File: config.mk
export PLATFORM = sky130hd
export DESIGN_NAME = loom_dpi_sched
export DESIGN_NICKNAME = d
export VERILOG_FILES = /design/src/rtl/loom_dpi_sched.sv
export SDC_FILE = /design/constraint.sdc
export NUM_CORES = 1
export LEC_CHECK = 0
export BUFFER_PORTS_ARGS = -buffer_cell sky130_fd_sc_hd__buf_2
export CORE_MARGIN = 5
export CORE_UTILIZATION = 47
export DETAILED_ROUTE_END_ITERATION = 6
export GPL_TIMING_DRIVEN = 0
export PLACE_DENSITY = 0.84
export SYNTH_ARGS = -nofsm -noshare
export SYNTH_HDL_FRONTEND = slang
export SYNTH_SLANG_ARGS = --single-unit
File: constraint.sdc
create_clock -name clk_i -period 1.5 [get_ports clk_i]
set_clock_uncertainty 0.05 [all_clocks]
set_input_delay 0.3 -clock clk_i [delete_from_list [all_inputs] [get_ports clk_i]]
set_output_delay 0.3 -clock clk_i [all_outputs]
set_load 0.02 [all_outputs]
File: src/rtl/loom_dpi_sched.sv
// loom_dpi_sched: service scheduler for the DPI register file.
// Freezes the DUT clock while any DPI function is stalled, grants stalled
// functions one at a time in round-robin order, raises a host interrupt for
// each grant, and releases the DUT clock only when no function is stalled.
module loom_dpi_sched #(
    parameter int N_DPI_FUNCS    = 4,
    parameter int FREEZE_DELAY   = 2,
    parameter int TIMEOUT_CYCLES = 0,
    parameter int IDX_W          = (N_DPI_FUNCS > 1) ? $clog2(N_DPI_FUNCS) : 1
) (
    input  logic                   clk_i,
    input  logic                   rst_ni,
    input  logic                   en_i,
    input  logic [N_DPI_FUNCS-1:0] stall_i,
    input  logic                   irq_ack_i,
    output logic                   dut_clk_en_o,
    output logic                   irq_o,
    output logic                   cur_valid_o,
    output logic [IDX_W-1:0]       cur_idx_o,
    output logic                   busy_o,
    output logic                   timeout_o
);

    // Counter widths sized to the largest value each counter must hold.
    localparam int FD_W = (FREEZE_DELAY > 1) ? $clog2(FREEZE_DELAY + 1) : 1;
    localparam int WD_W = (TIMEOUT_CYCLES > 2) ? $clog2(TIMEOUT_CYCLES) : 1;

    localparam logic [FD_W-1:0]  FD_INIT  = FD_W'(FREEZE_DELAY);
    localparam logic [WD_W-1:0]  WD_LAST  = (TIMEOUT_CYCLES > 0) ? WD_W'(TIMEOUT_CYCLES - 1) : '0;
    localparam logic [IDX_W-1:0] IDX_LAST = IDX_W'(N_DPI_FUNCS - 1);

    typedef enum logic [1:0] {
        ST_IDLE,
        ST_FREEZE,
        ST_NOTIFY,
        ST_SERVICE
    } state_t;

    state_t           state;
    logic [IDX_W-1:0] rr_ptr;
    logic [FD_W-1:0]  frz_cnt;
    logic [WD_W-1:0]  wd_cnt;

    logic [IDX_W-1:0] grant_idx;
    logic [IDX_W-1:0] grant_rr;
    logic [IDX_W-1:0] upper_idx;
    logic [IDX_W-1:0] lower_idx;
    logic             upper_hit;
    logic             any_stall;
    logic             cur_done;
    logic             grant_point;
    logic             do_grant;

    // Round-robin arbiter: lowest stalled index at or above rr_ptr, otherwise
    // wrap around to the lowest stalled index overall.
    // NOTE: every variable written here gets a default first, so no path can
    // leave one unassigned and infer a latch.
    always_comb begin
        upper_idx = '0;
        lower_idx = '0;
        upper_hit = 1'b0;
        // Scanning downward leaves the lowest matching index in each slot.
        for (int j = N_DPI_FUNCS - 1; j >= 0; j--) begin
            if (stall_i[j]) begin
                lower_idx = IDX_W'(j);
                if (IDX_W'(j) >= rr_ptr) begin
                    upper_idx = IDX_W'(j);
                    upper_hit = 1'b1;
                end
            end
        end
        grant_idx = upper_hit ? upper_idx : lower_idx;
        grant_rr  = (grant_idx == IDX_LAST) ? '0 : grant_idx + IDX_W'(1);
    end

    // Grant decision: end of the freeze window, or the serviced function has
    // finished; a grant only happens if something is still stalled.
    always_comb begin
        any_stall   = |stall_i;
        cur_done    = ~stall_i[cur_idx_o];
        grant_point = ((state == ST_FREEZE) && (frz_cnt == '0)) ||
                      ((state == ST_SERVICE) && cur_done);
        do_grant    = grant_point && any_stall;
    end

    // Scheduler FSM with registered outputs, watchdog and grant bookkeeping.
    // NOTE: sequential state uses non-blocking assignments only, so every
    // register samples pre-edge values and later assignments in this block
    // (e.g. the watchdog clear on grant) cleanly override earlier ones.
    always_ff @(posedge clk_i or negedge rst_ni) begin
        if (!rst_ni) begin
            state        <= ST_IDLE;
            rr_ptr       <= '0;
            frz_cnt      <= '0;
            wd_cnt       <= '0;
            dut_clk_en_o <= 1'b1;
            irq_o        <= 1'b0;
            cur_valid_o  <= 1'b0;
            cur_idx_o    <= '0;
            busy_o       <= 1'b0;
            timeout_o    <= 1'b0;
        end else begin
            timeout_o <= 1'b0;

            // Service-time watchdog: runs while a function is notified or in
            // service; saturates when disabled so it never wraps.
            if ((state == ST_NOTIFY) || (state == ST_SERVICE)) begin
                if (TIMEOUT_CYCLES != 0) begin
                    if (wd_cnt == WD_LAST) begin
                        timeout_o <= 1'b1;
                        wd_cnt    <= '0;
                    end else begin
                        wd_cnt <= wd_cnt + WD_W'(1);
                    end
                end else if (wd_cnt != '1) begin
                    wd_cnt <= wd_cnt + WD_W'(1);
                end
            end

            case (state)
                ST_IDLE: begin
                    if (en_i && any_stall) begin
                        state        <= ST_FREEZE;
                        frz_cnt      <= FD_INIT;
                        dut_clk_en_o <= 1'b0;
                        busy_o       <= 1'b1;
                    end
                end

                ST_FREEZE: begin
                    if (frz_cnt != '0) begin
                        frz_cnt <= frz_cnt - FD_W'(1);
                    end else if (!any_stall) begin
                        // Every call resolved while settling: release quietly.
                        state        <= ST_IDLE;
                        dut_clk_en_o <= 1'b1;
                        busy_o       <= 1'b0;
                    end
                end

                ST_NOTIFY: begin
                    if (irq_ack_i) begin
                        state <= ST_SERVICE;
                        irq_o <= 1'b0;
                    end
                end

                ST_SERVICE: begin
                    if (cur_done && !any_stall) begin
                        state        <= ST_IDLE;
                        cur_valid_o  <= 1'b0;
                        dut_clk_en_o <= 1'b1;
                        busy_o       <= 1'b0;
                    end
                end

                default: begin
                    state <= ST_IDLE;
                end
            endcase

            // Shared grant path for FREEZE and back-to-back SERVICE grants;
            // the DUT clock stays gated across consecutive grants.
            if (do_grant) begin
                state       <= ST_NOTIFY;
                cur_idx_o   <= grant_idx;
                cur_valid_o <= 1'b1;
                rr_ptr      <= grant_rr;
                irq_o       <= 1'b1;
                wd_cnt      <= '0;
            end
        end
    end

endmodule

# After elaboration in Yosys (flattened, before gate mapping)
# Cells that the tools add are included.
[totals]
romBits = 0
register_bits = 12
word_cells = 101
memories = 0
output_inout_bits = 7
ram_bits = 0
latch_bits = 0
[classes]
div = 0
shift = 0
n_reduce_logical = 22
n_mux = 49
n_lt_le_gt_ge = 5
n_bitwise = 1
n_mul = 0
n_addsub = 2
eq_ne = 14
[op_table]
columns = ["cell", "n"]
rows = [
  ["2-bit 2-to-1 mux", 22],
  ["1-bit 2-to-1 mux", 22],
  ["3-bit != test, second input constant", 4],
  ["2-bit nonzero test", 6],
  ["5-bit AND reduction", 2],
  ["2-bit one-hot mux with 4 select lines", 1],
  ["2-bit == test, second input constant", 3],
  ["2-bit != test, second input constant", 3],
  ["1-bit one-hot mux with 3 select lines", 2],
  ["1-bit logical AND", 5],
  ["1-bit by 2-bit greater-or-equal comparator with 1-bit output, first input constant", 2],
  ["2-bit greater-or-equal comparator, first input constant", 2],
  ["2-bit zero test", 2],
  ["2-bit by 1-bit != test with 1-bit output, second input constant", 2],
  ["2-bit one-hot mux with 2 select lines", 1],
  ["2-bit AND reduction", 2],
  ["4-bit OR reduction", 1],
  ["2-bit by 3-bit less-than comparator with 1-bit output, second input constant", 1],
  ["3-bit by 2-bit != test with 1-bit output, second input constant", 1],
  ["3-bit AND reduction", 1],
  ["3-bit nonzero test", 1],
  ["2-bit by 1-bit adder with 2-bit output, second input constant", 1],
  ["1-bit binary-select mux with 2-bit select", 1],
  ["2-bit by 1-bit == test with 1-bit output, second input constant", 1],
  ["4 further kinds", 4],
]

# Logic depth before layout (Yosys ltp)
[logic_depth]
word_depth = 12
depth_mapped = 6
mapped_depth_nobuf = 6

# Least setup slack after synthesis
# Ideal clock, no wire load.
[synth_path]
path_kind = "register to register"
from = "reg cur_idx_o[1]"
to = "reg cur_idx_o[0]"
required_ns = 1.325
n_path_buf = 0
arrival_time_ns = 1.393
setup_ns = 0.125
synth_period_minus_slack_ns = 1.568
slack_ns = -0.068
path_stages_with_launch = 5
path_cell_list = "dfrtp_1 mux2i_1 nor3b_4 nor2_4 mux2_4"
[synth_via]
elab_chain_cells = 6
[synth_lines]
columns = ["element", "line_no", "rtl"]
rows = [
  ["from (decl)", "19", "output logic [IDX_W-1:0] cur_idx_o,"],
  ["from (signal assigned)", "166", "cur_idx_o <= grant_idx;"],
  ["1-bit binary-select mux with 2-bit select", "80", "cur_done = ~stall_i[cur_idx_o];"],
  ["1-bit 2-to-1 mux (not written as such)", "80", ""],
  ["1-bit NOT", "80", ""],
  ["1-bit logical AND", "82", "((state == ST_SERVICE) && cur_done);"],
  ["1-bit logical OR", "81", "grant_point = ((state == ST_FREEZE) && (frz_cnt == '0)) ||"],
  ["1-bit logical AND", "83", "do_grant = grant_point && any_stall;"],
]
# No other way between the ends. The select of a mux whose other input is x is not followed.
# A chain may end at the register's enable or synchronous reset.

# Worst setup path after layout
# Same ends and word-level chain as after synthesis.

==> metrics.log <==
INFO  metric run_status = finished clean
INFO  metric power.internal = 1.19 mW
INFO  metric cp.required = around 1.6 ns
INFO  metric layout-drive-gt1-share = 0.373
INFO  metric drt-pass1-iter-count = 4
INFO  metric worstSkewPairLatency = 0.27 ns
INFO  metric nets = approximately 110
INFO  metric synth_edf_count = 0
INFO  metric cts_root_buf = sky130_fd_sc_hd__clkbuf_4
INFO  metric placedInstanceArea = roughly 840 um^2
INFO  metric power-per-cell-area = ~2200 nW/um^2
INFO  metric achievable_freq = about 0.67 GHz
INFO  metric critical_path.endpoint_type = flip-flop
INFO  metric globalRouteTotalUtil = 0.143
INFO  metric initial_cell_density_of_the_core = 0.492
INFO  metric synth.ff_latch_count = 12
INFO  metric syn2layout_area_growth = 26.8%
INFO  metric timing.hold.worst.class = input port to flip-flop
INFO  metric core = between 1000 and 1500 um^2
INFO  metric remaining_number_of_nets_flagged_by_the_antenna_check_after_routing = 0
INFO  metric ys_warn_count = 0
INFO  metric timing.final.max_slew_violations = 0
INFO  metric antenna_cells = 0
INFO  metric synth_area_leader_cell = sky130_fd_sc_hd__dfrtp_1
INFO  metric crit_chain = mux2i_2 -> o211ai_2 -> nor2_4 -> mux2_4
INFO  metric synth_top_cell_area_share = 0.375
INFO  metric sw_frac_of_total = 0.411
INFO  metric fill_cells = 122
INFO  metric finalCritPeriodShare = 0.992
INFO  metric ys_top_cells_by_count = 11 x sky130_fd_sc_hd__a21oi_1, 11 x sky130_fd_sc_hd__dfrtp_1, 8 x sky130_fd_sc_hd__o21ai_0
INFO  metric p_leak = 0.436 nW
INFO  metric place.port_buffers = 13
INFO  metric final_area = 930 um^2
INFO  metric ioPinCount = 15
INFO  metric timing.max_slew.rel_slack = 0.672
INFO  metric clkPwrFrac = 0.130
INFO  metric yosysUniqueCellTypes = 28
INFO  metric cp.arrival = about 1.6 ns
INFO  metric first_pass_grt_wire_length = about 2.8 mm
INFO  metric setup_repair_after_global_routing_missed_its_margin = yes
INFO  metric route.detailed.vias_per_inst = between 5 and 6
INFO  metric post_layout_nonfiller_instances = between 100 and 150
INFO  metric dieArea = roughly 2400 um^2
INFO  metric route.final.wire_length = approximately 1.6 mm
INFO  metric via_total_after_detailed_routing = 664
INFO  metric ys_async_sr_fraction = 1.00
INFO  metric synthesis.instances = a little under 80
INFO  metric synth_sequential_area_ratio = 0.411
INFO  metric count_of_clock_tree_sinks = 12
INFO  metric switchingPower = 828 uW
INFO  metric core.rowCount = 14
INFO  metric setup_viol = 0
INFO  metric share_seq_of_total_power = 0.307
INFO  metric syn_avg_cell_area = 9.28 um^2
INFO  metric numCtsBuffers = 3
INFO  metric clk_transition_reported_paths = roughly 0.080 ns
INFO  metric die_y = 49.5 um
INFO  metric worst_ir_drop_vdd = 993 uV
INFO  metric clock_path_buffers = 2
INFO  metric synth_nets = a little under 90
INFO  metric synth.area.top_cells = sky130_fd_sc_hd__dfrtp_1 38%, sky130_fd_sc_hd__mux2i_1 8.2%, sky130_fd_sc_hd__a21oi_1 7.5%
INFO  metric tritoncts = yes
INFO  metric combPwrFrac = 0.563
INFO  metric die_w = about 49 um
INFO  metric first_iter_violations = 21
INFO  metric timing_worst_slew_pin_value = 0.487 ns
INFO  metric final.min_clock_period = roughly 1.5 ns
INFO  metric grt_start_max_net_pins = 13
INFO  metric overflow = 0
INFO  metric place.detailed.hpwl = between 1 and 1.5 mm
INFO  metric remaining_drc_errors = 0
INFO  metric drv_cap = 0
INFO  metric cp_max_fo = 4
INFO  metric critPathKind = flip-flop to flip-flop
INFO  metric cts_max_level = 1
INFO  metric finalHoldViolCount = 0
INFO  metric timing.critical_path.slowest_stage_cell = sky130_fd_sc_hd__dfrtp_2
INFO  metric place.detailed.instances = between 100 and 150
INFO  metric grt_pass1_vias = 637
INFO  metric grt_antenna_before_repair = 0
INFO  metric avgRoutedWirePerCell = approximately 13 um
INFO  metric max_stage_delay = around 0.42 ns
INFO  metric postSynth.topFlopCell = sky130_fd_sc_hd__dfrtp_1
INFO  metric synth.cell_area = approximately 730 um^2
INFO  metric startpoint_type = flip-flop
INFO  metric finalWeightedCongestion = just under 0.8
[sequential cells by signal, indices dropped and copies added, names as in the netlist]
register / count
irq_o: 1
cur_valid_o: 1
state: 2
busy_o: 1
dut_clk_en_o: 1
cur_idx_o: 2
rr_ptr: 2
frz_cnt: 2
[per-stage QoR]
step	hold slack (ns)	power [mW]	setup WS [ns]	utilization	TNS [ns]
3_5_place_dp	0.146	1.60	-0.179	0.561	-0.470
2_1_floorplan	-0.0456	1.38	0.000306	-	0
6_report	0.266	2.01	0.0127	0.624	0
4_1_cts	0.272	1.92	0.00904	0.608	0
3_3_place_gp	0.143	1.56	-0.173	0.561	-0.434
5_1_grt	0.283	2.17	-0.0607	0.624	-0.209
[final cells by class]
class                           count  area [um^2]  share of cell area
Clock buffer                        4         36.3              0.0390
Timing Repair Buffer               19          116               0.125
Buffer                              3         17.5              0.0188
Inverter                            7         26.3              0.0283
Multi-Input combinational cell     57          410               0.441
Sequential cell                    12          303               0.326
Tap cell                           16         20.0              0.0215
[layout by cell type (no fill, tap or decap), types with 2 or more instances in the layout]
| master | count |
|---|---|
| sky130_fd_sc_hd__mux2i_1 | 4 |
| sky130_fd_sc_hd__o21a_1 | 3 |
| sky130_fd_sc_hd__nor2_1 | 5 |
| sky130_fd_sc_hd__mux2_4 | 2 |
| sky130_fd_sc_hd__inv_1 | 5 |
| sky130_fd_sc_hd__dfrtp_1 | 10 |
| sky130_fd_sc_hd__clkbuf_4 | 3 |
| sky130_fd_sc_hd__a31oi_1 | 2 |
| sky130_fd_sc_hd__clkbuf_2 | 2 |
| sky130_fd_sc_hd__buf_4 | 5 |
| sky130_fd_sc_hd__nor3_1 | 2 |
| sky130_fd_sc_hd__buf_2 | 13 |
| sky130_fd_sc_hd__mux2i_2 | 2 |
| sky130_fd_sc_hd__o21ai_0 | 7 |
| sky130_fd_sc_hd__inv_2 | 2 |
| sky130_fd_sc_hd__nand2_1 | 4 |
| sky130_fd_sc_hd__a21oi_1 | 11 |
[worst max-delay path: cells and delay by family (launching register included)]
kind | cells | cell delay (ns)
flip-flops | 1 | 0.42
AND/OR/NAND/NOR | 1 | 0.19
multiplexers | 2 | 0.57
AO/OA/AOI/OAI | 1 | 0.15
[layer usage]
metal	vias up	wire [um]	GRT usage
met5	-	0	0
met4	0	26	0.0568
met3	5	81	0.0331
met2	19	705	0.208
met1	309	760	0.202
li1	331	-	-
[timing repair]
item	4_1_cts	5_1_grt
endpoints found under the setup margin	2	5
endpoints found under the hold margin	11	0
gates resized for setup	1	7
hold buffers	1	0
pin swaps	2	2
setup buffers	3	2
[worst paths after layout]
kind,start,to,slack [ns],depth (start not counted)
max,cur_idx_o[1],cur_idx_o[0],0.01,4
max reg2reg,cur_idx_o[1],cur_idx_o[0],0.01,4
min reg2reg,irq_o,irq_o,0.46,2
min,irq_ack_i,state[0],0.27,3
max in group asynchronous,rst_ni,dut_clk_en_o,0.76,2
min in group asynchronous,rst_ni,state[0],0.37,2
[power groups by stage]
stage | clock network, mW | registers (mW) | logic [mW]
finish | 0.262 | 0.618 | 1.13
global route | 0.281 | 0.643 | 1.25
CTS | 0.262 | 0.616 | 1.04
detailed placement | 0 | 0.625 | 0.979
global placement | 0 | 0.617 | 0.943
floorplan | 0 | 0.674 | 0.707
[cells by family (layout without fill, tap and decap cells)]
group,Yosys count,after routing,share of synthesized area
flip-flops,12,12,0.411
adder cells (fa/ha/maj),1,1,0.0171
AND/OR/NAND/NOR,18,18,0.152
buffers and inverters,10,33,0.0563
AO/OA/AOI/OAI,29,29,0.236
multiplexers,8,8,0.123
other,1,1,0.00511
(Power assumes the default switching activity.)
